**src/rtl/tlb_refill_walker.sv**
```systemverilog
// Two-level hardware page-table walker that refills the 8-entry TLB on a miss.
// Each level issues one req/ack memory read; valid entries advance the walk, invalid ones or timeouts fault.
module tlb_refill_walker #(
    parameter int unsigned TIMEOUT = 255
) (
    input  logic        clk,
    input  logic        clr,
    input  logic        miss,
    input  logic [19:0] vpn_miss,
    input  logic [19:0] ptbr,
    input  logic        abort,
    output logic        mem_req,
    output logic [31:0] mem_addr,
    input  logic        mem_ack,
    input  logic [31:0] mem_rdata,
    output logic        tlbwr,
    output logic [23:0] pte_out,
    output logic [19:0] vpn_out,
    output logic        busy,
    output logic        fault,
    output logic [1:0]  fault_code
);

    typedef enum logic [2:0] {IDLE, L1, L2, WRITE, FAULT} state_t;

    localparam logic [7:0] LAST_WAIT = 8'(TIMEOUT - 1);

    state_t      state;
    logic [19:0] vpn;
    logic [19:0] pde;
    logic [7:0]  wait_cnt;
    logic        entry_valid;
    logic        unused_rdata_bits;

    assign entry_valid       = mem_rdata[23];
    assign unused_rdata_bits = ^mem_rdata[31:24];

    // The address is a pure function of the walk state, so it holds steady for as long as mem_req is high.
    // ptbr is read live while in L1 and must therefore stay stable throughout a walk.
    always_comb begin
        mem_addr = 32'h0;
        case (state)
            L1:      mem_addr = {ptbr, vpn[19:10], 2'b00};
            L2:      mem_addr = {pde, vpn[9:0], 2'b00};
            default: mem_addr = 32'h0;
        endcase
    end

    always_ff @(posedge clk or posedge clr) begin
        if (clr) begin
            state      <= IDLE;
            vpn        <= '0;
            pde        <= '0;
            wait_cnt   <= '0;
            mem_req    <= 1'b0;
            tlbwr      <= 1'b0;
            pte_out    <= '0;
            vpn_out    <= '0;
            busy       <= 1'b0;
            fault      <= 1'b0;
            fault_code <= 2'b00;
        end else begin
            case (state)
                IDLE: begin
                    tlbwr <= 1'b0;
                    fault <= 1'b0;
                    if (miss && !abort) begin
                        vpn        <= vpn_miss;
                        fault_code <= 2'b00;
                        wait_cnt   <= '0;
                        mem_req    <= 1'b1;
                        busy       <= 1'b1;
                        state      <= L1;
                    end
                end
                L1: begin
                    // An abort wins over a same-cycle ack; the returned data is simply dropped.
                    if (abort) begin
                        mem_req <= 1'b0;
                        busy    <= 1'b0;
                        state   <= IDLE;
                    end else if (mem_ack) begin
                        wait_cnt <= '0;
                        if (entry_valid) begin
                            pde   <= mem_rdata[19:0];
                            state <= L2;
                        end else begin
                            mem_req    <= 1'b0;
                            fault      <= 1'b1;
                            fault_code <= 2'b01;
                            state      <= FAULT;
                        end
                    end else if (wait_cnt == LAST_WAIT) begin
                        mem_req    <= 1'b0;
                        fault      <= 1'b1;
                        fault_code <= 2'b11;
                        state      <= FAULT;
                    end else begin
                        wait_cnt <= wait_cnt + 8'd1;
                    end
                end
                L2: begin
                    if (abort) begin
                        mem_req <= 1'b0;
                        busy    <= 1'b0;
                        state   <= IDLE;
                    end else if (mem_ack) begin
                        mem_req  <= 1'b0;
                        wait_cnt <= '0;
                        if (entry_valid) begin
                            pte_out <= mem_rdata[23:0];
                            vpn_out <= vpn;
                            tlbwr   <= 1'b1;
                            state   <= WRITE;
                        end else begin
                            fault      <= 1'b1;
                            fault_code <= 2'b10;
                            state      <= FAULT;
                        end
                    end else if (wait_cnt == LAST_WAIT) begin
                        mem_req    <= 1'b0;
                        fault      <= 1'b1;
                        fault_code <= 2'b11;
                        state      <= FAULT;
                    end else begin
                        wait_cnt <= wait_cnt + 8'd1;
                    end
                end
                WRITE: begin
                    tlbwr <= 1'b0;
                    busy  <= 1'b0;
                    state <= IDLE;
                end
                FAULT: begin
                    fault <= 1'b0;
                    busy  <= 1'b0;
                    state <= IDLE;
                end
                default: begin
                    mem_req <= 1'b0;
                    tlbwr   <= 1'b0;
                    fault   <= 1'b0;
                    busy    <= 1'b0;
                    state   <= IDLE;
                end
            endcase
        end
    end

endmodule
```
**config.mk**
```make
export PLATFORM = sky130hd
export DESIGN_NAME = tlb_refill_walker
export DESIGN_NICKNAME = d
export VERILOG_FILES = /design/src/rtl/tlb_refill_walker.sv
export SDC_FILE = /design/constraint.sdc
export NUM_CORES = 1
export LEC_CHECK = 0
export CORE_UTILIZATION = 25
export DETAILED_ROUTE_END_ITERATION = 8
export GPL_TIMING_DRIVEN = 0
export HOLD_SLACK_MARGIN = 0.05
export PLACE_DENSITY_LB_ADDON = 0.05
export SKIP_LAST_GASP = 1
export SLEW_MARGIN = 20
export SYNTH_ARGS = -nofsm -noshare
export SYNTH_HDL_FRONTEND = slang
export SYNTH_SLANG_ARGS = --single-unit
```
**constraint.sdc**
```tcl
create_clock -name clk -period 4.96 [get_ports clk]
set_input_delay 1.488 -clock clk [delete_from_list [all_inputs] [get_ports clk]]
set_output_delay 1.488 -clock clk [all_outputs]
set_load 0.01 [all_outputs]
```
**Yosys cells after proc, flatten, opt, wreduce, memory -nomap -nowiden**

Cells that the tools add are included.

- Add/sub/neg operators: 1
- Equal/unequal tests: 18
- Mux-type cells: 43
- Bitwise logic cells: 4
- Reductions and logical operators: 17

Operator list:

| cell | count |
|---|---|
| $pmux 32 s2 | 1 |
| $mux 8 | 4 |
| $mux 3 | 8 |
| $reduce_and 4->1 | 5 |
| $mux 2 | 8 |
| $pmux 8 s2 | 1 |
| $mux 1 | 15 |
| $ne 2x2->1 const B | 6 |
| $ne 3x3->1 const B | 4 |
| $pmux 3 s3 | 1 |
| $add 8x1->8 const B | 1 |
| $eq 8x8->1 const B | 1 |
| $eq 3x2->1 const B | 2 |
| $pmux 1 s2 | 3 |
| $pmux 2 s3 | 1 |
| $reduce_and 6->1 | 1 |
| $reduce_or 2->1 | 3 |
| $ne 4x4->1 const B | 1 |
| $not 1->1 | 4 |
| $pmux 1 s4 | 1 |
| $reduce_and 2->1 | 2 |
| $eq 3x1->1 const B | 1 |
| $eq 3x3->1 const B | 1 |
| $logic_not 3->1 | 1 |
| other kinds (7) | 7 |

- Output and inout port bits: 82
- Logic and storage cells: 94
- Flip-flop bits (word level): 101
- Input port bits: 77

**Depth between registers and ports, before layout**

Gate-level depths: netlist of run 1.

- Depth in word-level cells: 5
- Gate-level depth with buffers: 6
- Mapped depth without buffers: 6

**Worst setup path before layout of run 1**

Ideal clock, no wire load.

- Path type: input-to-output
- Start point: in ptbr[0]
- End point: out mem_addr[12]
- Path buffers: 0
- Path slack: 1762 ps
- Stages on the path: 1
- Data required time: 3472 ps
- Data arrival time: 1710 ps
- Cells stage by stage: a22o_1

- Longest elaborated chain between the ends: 1

RTL lines:

| item | line | source |
|---|---|---|
| from (decl) | 10 | `input logic [19:0] ptbr,` |
| $pmux 32 s2 | 42 | `case (state)` |
| to (decl) | 13 | `output logic [31:0] mem_addr,` |

No other way between the ends.

**Worst setup path in the final report of run 1**

- Start point: reg state[1]
- End point: out mem_addr[26]

- Longest elaborated chain between the ends: 2
- Elaborated cells between the ends (all ways): 3
- Classes of those cells: 2 x eq/ne; 1 x mux

RTL lines:

| item | line | source |
|---|---|---|
| from (decl) | 28 | `state_t state;` |
| from (signal assigned) | 51 | `state <= IDLE;` |
| from (signal assigned) | 73 | `state <= L1;` |
| from (signal assigned) | 81 | `state <= IDLE;` |
| $eq 3x2->1 / $eq 3x1->1 (equally long branches) | 42 |  |
| $pmux 32 s2 (*) | 42 |  |

Every way passes the cells marked *; elsewhere a longest branch is shown, timed or not.

==> flow_metrics.py, run 1 <==
metrics = {
    "power": {
        "p_int_mw": 2.25,
        "switching_power_mw": 0.969,
        "power_frac_seq": 0.407,
        "combPwrFrac": 0.376,
        "power.density_nw_per_um2": 484,
        "ir_worst_vdd_v": 0.000179,
        "power_mw": 3.22,
        "p_leak_nw": 2.94,
        "switching_share": 0.301,
        "clockPowerShare": 0.218,
    },
    "clocking": {
        "ctsLongestPathBuffers": 2,
        "clkSinkCount": 101,
        "cts_tree": "done",
        "h-tree-depth": 3,
        "cts_resized": 0,
        "clk_pin_slew_ns": 0.07,
        "cts_setup_buffers": 0,
        "cts_root_buf": "clkbuf_16",
        "clock_latency_ns": 0.35,
        "cts_buffers": 9,
        "hold_buffers": 0,
    },
    "finish": {
        "design_area_um2": 6650,
        "syn2layout_area_growth_pct": 45.4,
        "diodes": 0,
        "area.sequential_um2": 2530,
        "nFillCells": 1748,
        "multi_input_area_um2": 1890,
        "finalNetCount": 567,
        "layout-drive-gt1-share": 0.234,
    },
    "synth": {
        "synth_edf_count": 0,
        "ys_ff_latch": 101,
        "yosys.area.top_type_share": 0.553,
        "yosys.area.top_type": "dfrtp_1",
        "synth.most_common_cell": "dfrtp_1",
        "syn_avg_cell_area_um2": 13.9,
        "synth_common_cells": "101 x dfrtp_1, 44 x mux2_2, 39 x mux2_4, 33 x a22o_1, 10 x o21ai_0",
        "synth_seq_area_share": 0.553,
        "synth_area_leaders": "dfrtp_1 55%, mux2_4 13%, mux2_2 11%",
        "synth-main-ff-cell": "dfrtp_1",
        "synthCells": 328,
        "synth.distinct_cells": 43,
        "syn-cell-area_um2": 4570,
        "yosys_warnings": 0,
        "async_flop_share": 1.00,
    },
    "route": {
        "via_count": 3260,
        "antenna_left": 0,
        "via_per_inst": 4.53,
        "drc": 0,
        "drt_iter0_markers": 81,
        "wl_per_cell_um": 17.7,
        "drt-total-wl_um": 12700,
        "drtPass1Iterations": 4,
    },
    "timing": {
        "fin_crit_sh": 0.863,
        "worst_slew_pin_slew_ns": 0.901,
        "fin_tns_setup_ns": 0,
        "hold_violations": 0,
        "finalCriticalPeriod_ns": 4.28,
        "setup_viol": 0,
        "rsz0062_at_grt": "no",
        "fmax_ghz": 0.234,
        "whs_ns": 0.482,
        "finClkSkew_ns": 0.0112,
        "slew_headroom": 0.394,
        "slew_viol_final": 0,
        "fin_ws_ns": 0.678,
    },
    "global_routing": {
        "grt_pass1_vias": 3412,
        "grt_usage": 0.141,
        "busiest_layer": "met2",
        "use_met3": 0.0478,
        "overflow": 0,
        "grt_pass1_wl_um": 19500,
        "antenna_found_initial": 0,
        "met1_usage": 0.181,
        "grtUsageMet2": 0.223,
        "grt_max_degree": 56,
    },
    "floorplanning": {
        "core_um2": 18000,
        "die_y_um": 137,
        "die_w_um": 137,
        "dieArea_um2": 18800,
        "io_pins": 159,
        "initial_core_util": 0.255,
        "std_cell_rows": 49,
    },
    "place": {
        "postPlaceCellArea_um2": 6370,
        "place_ws_ns": 0.816,
        "portBuffers": 147,
        "gp_congestion": 0.742,
        "hpwl_um": 8850,
    },
    "critical_path": {
        "critical_path_class": "flop to output port",
        "critPathMaxFanout": 10,
        "required_ns": 3.47,
        "critPathCaptureType": "output port",
        "cp-start-kind": "flop",
        "worst_ep_arrival_time_ns": 2.79,
    },
    "job": {
        "max_cap_violations": 0,
    },
    "status": {
        "status": "finished clean",
    },
    "hold_path": {
        "hold_class": "flop to flop",
    },
}
[registers in the layout (all words and copies together), names as in the netlist]
signal / cells
wait_cnt: 8
vpn: 20
busy: 1
vpn_out: 20
mem_req: 1
pde: 20
pte_out: 24
fault_code: 2
fault: 1
state: 3
tlbwr: 1
[routing by layer]
layer	share of wire	wire (um)	vias to the layer above
li1	-	-	1537
met1	0.44	5620	1624
met2	0.49	6290	91
met3	0.055	694	8
met4	0.0093	119	0
met5	0	0	-
[metrics by stage]
step                 util  cells
detailed placement  0.355    706
global route        0.370    720
global placement    0.353    705
finish              0.370    720
CTS                 0.370    720
floorplan               -    329
[power by group through the flow]
stage | sequential (mW) | clock [mW] | combinational, mW
CTS | 1.31 | 0.732 | 1.23
finish | 1.31 | 0.700 | 1.21
floorplan | 1.32 | 0 | 0.596
global placement | 1.32 | 0 | 1.21
detailed placement | 1.32 | 0 | 1.22
global route | 1.35 | 0.769 | 1.30
[final cells by class]
cell class	instances	share of cell area
repair buffers	148	0.225
clock buffers	10	0.0344
flip-flops and latches	101	0.380
plain buffers	22	0.0201
clock inverters	4	0.00772
inverters	6	0.00414
multi-input cells	200	0.285
well taps	229	0.0431
[cell families after synthesis]
| kind of cell | Yosys count | synth area share |
|---|---|---|
| AOI/OAI and AO/OA | 71 | 0.118 |
| and+or+nand+nor | 41 | 0.0501 |
| other | 1 | 0.000820 |
| muxes | 84 | 0.239 |
| adders and majority gates | 2 | 0.00547 |
| buffers and inverters | 28 | 0.0342 |
| DFF | 101 | 0.553 |
[layout by cell type (no fill, tap or decap), types with 4 or more instances in the layout]
master,instances
clkdlybuf4s50_1,147
dfrtp_1,101
mux2_2,44
mux2_4,39
a22o_1,33
clkbuf_1,10
o21ai_0,10
a21oi_1,9
clkbuf_16,9
nor2_1,8
nand3_1,7
nand2b_1,5
buf_2,5
inv_1,5
buf_4,4
buf_6,4
nand2_1,4
nor3_1,4
[worst max-delay path: stages, from the launching register on]
cell	delay (ns)
dfrtp_1	0.36
buf_4	0.16
nand2b_1	0.24
nor2_1	0.40
clkbuf_1	0.49
a22o_1	0.23
clkdlybuf4s50_1	0.57
[final timing paths]
kind,slack [ns],startpoint,endpoint,cells past startpoint
setup reg to reg,2.57,state[1]$_DFFE_PP0N_,pde[11]$_DFFE_PP0P_,5
hold reg to reg,0.48,pte_out[23]$_DFFE_PP0P_,pte_out[23]$_DFFE_PP0P_,1
min in group asynchronous,1.55,clr,pde[6]$_DFFE_PP0P_,2
setup / recovery,0.68,state[1]$_DFFE_PP0N_,mem_addr[26],6
max in group asynchronous,2.78,clr,vpn[3]$_DFFE_PP0P_,3
hold / removal,0.48,pte_out[23]$_DFFE_PP0P_,pte_out[23]$_DFFE_PP0P_,1
No activity file was read; power rests on OpenSTA's default activity.
==> inputs of run 2 (changes only) <==
--- a/config.mk
+++ b/config.mk
@@ -6,6 +6,7 @@
 export NUM_CORES = 1
 export LEC_CHECK = 0
 export CORE_UTILIZATION = 25
+export CTS_CLUSTER_DIAMETER = 100
 export DETAILED_ROUTE_END_ITERATION = 8
 export GPL_TIMING_DRIVEN = 0
 export HOLD_SLACK_MARGIN = 0.05
==> results of run 2 <==
Final layout, timing and power as in run 1 (identical DEF).
